--- src/rtl/adc_buffer_pkg.sv ---
// Shared defaults and helpers for the ADC bitstream frame buffer.
package adc_buffer_pkg;
    localparam int ADC_NCH   = 4;
    localparam int ADC_WIDTH = 32;
    localparam int ADC_FCW   = 16;

    // Index width for a counter over n positions, never narrower than one bit.
    function automatic int idx_w(input int n);
        return ($clog2(n) < 1) ? 1 : $clog2(n);
    endfunction
endpackage

--- src/rtl/adc_chan_sipo.sv ---
// One channel's serial-in shift register; o_next is the word after this edge's shift.
module adc_chan_sipo
    import adc_buffer_pkg::*;
#(
    parameter int WIDTH     = ADC_WIDTH,
    parameter bit MSB_FIRST = 1'b0
) (
    input  logic             adc_clk_i,
    input  logic             reset,
    input  logic             i_en,
    input  logic             i_bit,
    output logic [WIDTH-1:0] o_next
);
    logic [WIDTH-1:0] r_word;
    logic [WIDTH-1:0] w_shift;

    generate
        if (MSB_FIRST) begin : g_msb
            assign w_shift = {r_word[WIDTH-2:0], i_bit};
        end else begin : g_lsb
            assign w_shift = {i_bit, r_word[WIDTH-1:1]};
        end
    endgenerate

    // Exposing the shifted value lets the top capture the completing bit without a stage.
    assign o_next = i_en ? w_shift : r_word;

    always_ff @(posedge adc_clk_i or posedge reset) begin
        if (reset)
            r_word <= '0;
        else if (i_en)
            r_word <= w_shift;
    end
endmodule

--- src/rtl/adc_frame_buffer.sv ---
// Multi-channel sigma-delta bitstream assembler with a valid/ready frame register
// and sticky overrun flag.
module adc_frame_buffer
    import adc_buffer_pkg::*;
#(
    parameter int NCH       = ADC_NCH,
    parameter int WIDTH     = ADC_WIDTH,
    parameter bit MSB_FIRST = 1'b0,
    parameter int FCW       = ADC_FCW,
    localparam int IW       = idx_w(WIDTH)
) (
    input  logic                 adc_clk_i,
    input  logic                 reset,
    input  logic                 enable_i,
    input  logic [NCH-1:0]       adc_i,
    output logic [NCH*WIDTH-1:0] frame_o,
    output logic                 frame_valid_o,
    input  logic                 frame_ready_i,
    output logic                 overrun_o,
    input  logic                 overrun_clr_i,
    output logic [IW-1:0]        bit_idx_o,
    output logic [FCW-1:0]       frame_count_o
);
    logic [NCH*WIDTH-1:0] w_next;
    logic [NCH*WIDTH-1:0] r_frame;
    logic                 r_valid;
    logic                 r_ovr;
    logic [IW-1:0]        r_idx;
    logic [FCW-1:0]       r_cnt;
    logic                 w_complete;
    logic                 w_load;
    logic                 w_drop;

    genvar k;
    generate
        for (k = 0; k < NCH; k++) begin : g_ch
            adc_chan_sipo #(
                .WIDTH     (WIDTH),
                .MSB_FIRST (MSB_FIRST)
            ) u_sipo (
                .adc_clk_i (adc_clk_i),
                .reset     (reset),
                .i_en      (enable_i),
                .i_bit     (adc_i[k]),
                .o_next    (w_next[k*WIDTH +: WIDTH])
            );
        end
    endgenerate

    assign w_complete = enable_i && (r_idx == IW'(WIDTH-1));
    assign w_load     = w_complete && (!r_valid || frame_ready_i);
    assign w_drop     = w_complete && r_valid && !frame_ready_i;

    always_ff @(posedge adc_clk_i or posedge reset) begin
        if (reset) begin
            r_idx   <= '0;
            r_cnt   <= '0;
            r_frame <= '0;
            r_valid <= 1'b0;
            r_ovr   <= 1'b0;
        end else begin
            if (enable_i)
                r_idx <= w_complete ? '0 : r_idx + IW'(1);
            if (w_complete)
                r_cnt <= r_cnt + FCW'(1);
            if (w_load) begin
                r_frame <= w_next;
                r_valid <= 1'b1;
            end else if (frame_ready_i) begin
                r_valid <= 1'b0;
            end
            // A drop in the same edge as a clear keeps the flag set.
            if (w_drop)
                r_ovr <= 1'b1;
            else if (overrun_clr_i)
                r_ovr <= 1'b0;
        end
    end

    assign frame_o       = r_frame;
    assign frame_valid_o = r_valid;
    assign overrun_o     = r_ovr;
    assign bit_idx_o     = r_idx;
    assign frame_count_o = r_cnt;
endmodule

--- config.mk ---
export PLATFORM = sky130hd
export DESIGN_NAME = adc_frame_buffer
export DESIGN_NICKNAME = d
export VERILOG_FILES = /design/src/rtl/adc_buffer_pkg.sv /design/src/rtl/adc_chan_sipo.sv /design/src/rtl/adc_frame_buffer.sv
export SDC_FILE = /design/constraint.sdc
export NUM_CORES = 1
export LEC_CHECK = 0
export ABC_AREA = 0
export CORE_MARGIN = 2
export CORE_UTILIZATION = 63
export DETAILED_ROUTE_END_ITERATION = 8
export DONT_BUFFER_PORTS = 1
export GPL_TIMING_DRIVEN = 0
export PLACE_DENSITY = 0.79
export SYNTH_ARGS = -nofsm -noshare
export SYNTH_HDL_FRONTEND = slang
export SYNTH_SLANG_ARGS = --single-unit
--- constraint.sdc ---
create_clock -name adc_clk_i -period 13.15 [get_ports adc_clk_i]
set_clock_uncertainty 0.2 [all_clocks]
set_input_delay 2.63 -clock adc_clk_i [delete_from_list [all_inputs] [get_ports adc_clk_i]]
set_output_delay 2.63 -clock adc_clk_i [all_outputs]
set_load 0.01 [all_outputs]
======== Word level (Yosys, flattened, before mapping) ========
Index checks and enable logic that the tools add are counted.
word-level totals
  register bits ........................... 279
  output and inout port bits .............. 151
  logic and storage cells ................. 30
operators by class
  add/subtract/negate cells ............... 2
  equality and inequality tests ........... 1
  mux-type cells .......................... 9
  reductions and logical operators ........ 9
operators by type and width
  kind                                                              count
  32-bit 2-to-1 mux                                                 4
  16-bit by 1-bit adder with 16-bit output (second input constant)  1
  5-bit by 1-bit adder with 5-bit output (second input constant)    1
  5-bit equality test (second input constant)                       1
  5-bit 2-to-1 mux                                                  1
  1-bit logical AND                                                 4
  1-bit 2-to-1 mux                                                  4
  2-bit nonzero test                                                2
  1-bit logical NOT                                                 2
  1-bit logical OR                                                  1

======== Logic depth before layout (Yosys ltp) ========
  depth after elaboration ................. 5
  gate-level depth with buffers ........... 7

======== Modules after synthesis ========
A second synthesis with hierarchy kept.
unflattened totals
  cell total of the unflattened synthesis .. 639
  area total of the unflattened synthesis .. 11248.3 um2
modules (own cells, without submodules)
  module            instances  cells an instance  area an instance (um2)  sequential area each (um2)
  adc_frame_buffer  1          363                5853.1                  3778.6
  adc_chan_sipo     4          69                 1348.8                  800.8

======== Worst setup path before layout ========
Ideal clock, no wire load.
  kind .................................... input -> register
  from .................................... in enable_i
  to ...................................... reg r_frame[100] (netlist: frame_o[100])
  setup time .............................. 125 ps
  data arrival time ....................... 3598 ps
  data required time ...................... 12825 ps
  setup slack ............................. 9227 ps
  stages on the path ...................... 5
  path through ............................ buf_6 buf_8 buf_8 mux2_4 mux2_2
on the way
  elaborated cells on any way between the ends .. 3
  those cells by class .................... mux: 1; reduce/logical: 2
RTL lines
  item                          line                    source
  start: declaration            adc_frame_buffer.sv:14  input logic enable_i,
  32-bit 2-to-1 mux             n/a
  via g_ch[3].u_sipo.o_next[4]  adc_chan_sipo.sv:12     output logic [WIDTH-1:0] o_next
  end signal: assignment        adc_frame_buffer.sv:67  r_frame <= w_next;
  end: declaration              adc_frame_buffer.sv:25  logic [NCH*WIDTH-1:0] r_frame;
The timed path passes the listed nets, and every way through them passes these cells.
A chain may end at the register's enable or synchronous reset.

======== Worst setup path after layout ========
  from .................................... reg r_cnt[6] (netlist: frame_count_o[6])
  to ...................................... out frame_count_o[6]
RTL lines
  item                      line                    source
  start: declaration        adc_frame_buffer.sv:29  logic [FCW-1:0] r_cnt;
  start signal: assignment  adc_frame_buffer.sv:65  r_cnt <= r_cnt + FCW'(1);
  end: declaration          adc_frame_buffer.sv:22  output logic [FCW-1:0] frame_count_o
No word-level cell between the ends.

==> flow_summary_export.csv <==
group,metric,value,unit
detailed_routing,met2_length,9110,um
setup_path,crit_arrival,1.03,ns
min_path,min_path_type,"flop to flop",
cts,hold_buffers,0,
timing,setup_slack,9.29,ns
die,io_pins,160,
placed_design,place_ws,9.06,ns
timing,setup_viol,0,
logic_synthesis,yosysSeqAreaShare,62.6,%
setup_path,cp-start-kind,"flop",
timing,grt_setup_unrepaired,"false",
cells_and_area,syn_to_final_growth,11.2,%
timing,max_slew_margin,56.9,%
logic_synthesis,yosysWarnings,0,
cells_and_area,regArea,6980,um2
setup_path,reg2regPathDepth,7,
logic_synthesis,synth_common_cells,"dfrtp_1, mux2_2, mux2_4, buf_6, mux2_1",
detailed_routing,drtAntennaViolNets,0,
logic_synthesis,ys_types,31,
logic_synthesis,synthTopCellsByArea,"dfrtp_1, mux2_4, mux2_2, buf_6, buf_8",
die,dieWidth,137,um
logic_synthesis,ys_ff_latch,279,
logic_synthesis,syn_avg_cell_area,17.7,um2
detailed_routing,num_vias,5116,
setup_path,cp.required,10.32,ns
timing,period_share,29.4,%
logic_synthesis,synth.top_cell.area_share,62.6,%
cells_and_area,fillCellCount,1060,
grt,grt_max_degree,135,
setup_path,rrSetupSlack,10.72,ns
cells_and_area,nNetsFinal,675,
min_path,hold_depth,1,
logic_synthesis,yosysMostFrequentCell,"dfrtp_1",
pwr,p_leak,6.23,nW
cts,root_buffer,"clkbuf_16",
detailed_routing,drt_iter0_drc,119,
die,floorplan.rows,48,
logic_synthesis,synth-main-ff-cell,"dfrtp_1",
grt,grt-ovfl-total,0,
cts,clkLatencyLatePin,0.52,ns
cts,cts_tree,"yes",
min_path,holdCritStartpoint,"g_ch[3].u_sipo.r_word[0]",
detailed_routing,wl,18800,um
pwr,irDropWorstVdd,136,uV
setup_path,rr_startpoint,"bit_idx_o[0]",
cts,clockBufferDepth,3,
detailed_routing,drtPass1Iterations,4,
cells_and_area,utilization,71.7,%
logic_synthesis,syn-num-nets,644,
setup_path,crit_type,"flop to primary output",
cells_and_area,multi_input_area,3790,um2
timing,worstMarginPinSlew,0.647,ns
pwr,p_per_area,217,nW/um2
detailed_routing,drc,0,
logic_synthesis,syn_inst,632,
setup_path,rr_endpoint,"frame_o[50]",
grt,first_global_vias,5653,
run_status,status,"finished clean",
placed_design,numPortBuffers,0,
detailed_routing,wl_per_cell,20.8,um
cts,clkTransAtPathRegs,0.07,ns
cts,htreeDepth,1,
placed_design,dp_hpwl,12600,um
grt,grt_pass1_wl,30400,um
grt,antenna_found_initial,1,
placed_design,gp_congestion,0.725,
placed_design,dp_cells,859,
min_path,min_to,"g_ch[3].u_sipo.r_word[0]",
timing,slew_viol_final,0,
timing,hold_violations,0,
setup_path,cp-startpoint,"frame_count_o[6]",
logic_synthesis,synth_top_area_cell,"dfrtp_1",
timing,max_freq,259,MHz
die,core_area,17300,um2
cells_and_area,drive_gt1_share,47.8,%
detailed_routing,wl_met1,7760,um
job,maxCapViolCount,0,
detailed_routing,top_layer_used,"met4",
detailed_routing,route.met3.wl,1530,um
cts,cts_sinks,279,
setup_path,critPathMaxFanout,7,
detailed_routing,via_per_inst,5.65,
timing,setup_tns,0,ns
grt,grt.total_usage,20.5,%
setup_path,endpoint_kind,"primary output",
cells_and_area,finalNonFillerCells,906,
die,die_h,137,um
die,die_area,18800,um2
cts,cts_resized,0,
cts,post_cts_buffers,0,
logic_synthesis,synth_edf_count,0,
pwr,total_power,2.69,mW
logic_synthesis,syn_area,11200,um2
die,start_util,64.5,%
timing,period_minus_slack,3.86,ns
cts,cts_buffers,27,
logic_synthesis,async_flop_share,100,%
layout by cell type, fill, tap and decap left out, drive strengths merged, types with 2 or more instances in the layout:
cell / count
and3: 3
buf: 32
bufinv: 3
clkbuf: 38
clkinv: 5
dfrtp: 279
ha: 3
inv: 5
mux2: 258
nand2: 7
nand2b: 2
nand3: 7
nand4: 5
nor2: 5
nor3: 2
o22ai: 3
xnor2: 11
xor2: 4
worst reg2reg max path: stages, from the launching register on:
cell,delay (ns)
dfrtp_1,0.46
ha_1,0.26
and3_1,0.19
ha_1,0.31
nand3_2,0.15
buf_6,0.21
buf_6,0.18
mux2_2,0.35
power breakdown:
part / switching (mW) / internal, mW
combinational: 0.173 / 0.332
clock: 0.307 / 0.472
sequential: 0.260 / 1.15
total: 0.740 / 1.95
flip-flops by register name, indices dropped and copies added (netlist names):
register            count
overrun_o               1
g_ch.u_sipo.r_word    128
frame_valid_o           1
bit_idx_o               5
frame_o               128
frame_count_o          16
cell type report:
type                       count  share of cell area, %
tap                          225                   2.27
inverter                       5                  0.212
multi-input combinational    318                   30.6
sequential                   279                   56.3
buffer                        30                   2.92
antenna                        1                 0.0202
clock inverter                 8                  0.928
clock buffer                  38                   6.34
timing repair buffer           2                  0.444
worst max-delay path by stage:
| stage | endpoint | slack [ns] | cells past startpoint |
|---|---|---|---|
| finish | frame_count_o[6] | 9.29 | 0 |
| global route | frame_count_o[6] | 9.24 | 0 |
| CTS | frame_count_o[6] | 9.27 | 0 |
| detailed placement | frame_o[119] | 9.06 | 5 |
| global placement | frame_o[75] | 0.47 | 1 |
| floorplan | bit_idx_o[0] | 2.63 | 1 |
routing by layer:
metal | GRT usage (%) | vias to the layer above
met5 | 0 | -
met4 | 5.33 | 0
met3 | 6.93 | 32
met2 | 32.8 | 125
met1 | 27.3 | 2678
li1 | - | 2281
kinds of logic after synthesis:
| family | Yosys count | synth area share, % |
|---|---|---|
| DFF | 279 | 62.6 |
| muxes | 259 | 30.2 |
| buffers and inverters | 35 | 3.42 |
| and+or+nand+nor | 35 | 1.96 |
| xor gates and xnor gates | 15 | 1.18 |
| AOI/OAI and AO/OA | 6 | 0.325 |
| adders and majority gates | 3 | 0.336 |
metrics by stage:
| step | instance area (um2) | hold slack, ns |
|---|---|---|
| after floorplan | 11200 | 0.266 |
| after global placement | 11400 | 0.279 |
| after detailed placement | 11500 | 0.285 |
| after CTS | 12400 | 0.296 |
| after global routing | 12400 | 0.304 |
| final | 12400 | 0.298 |
(Power assumes the default switching activity.)
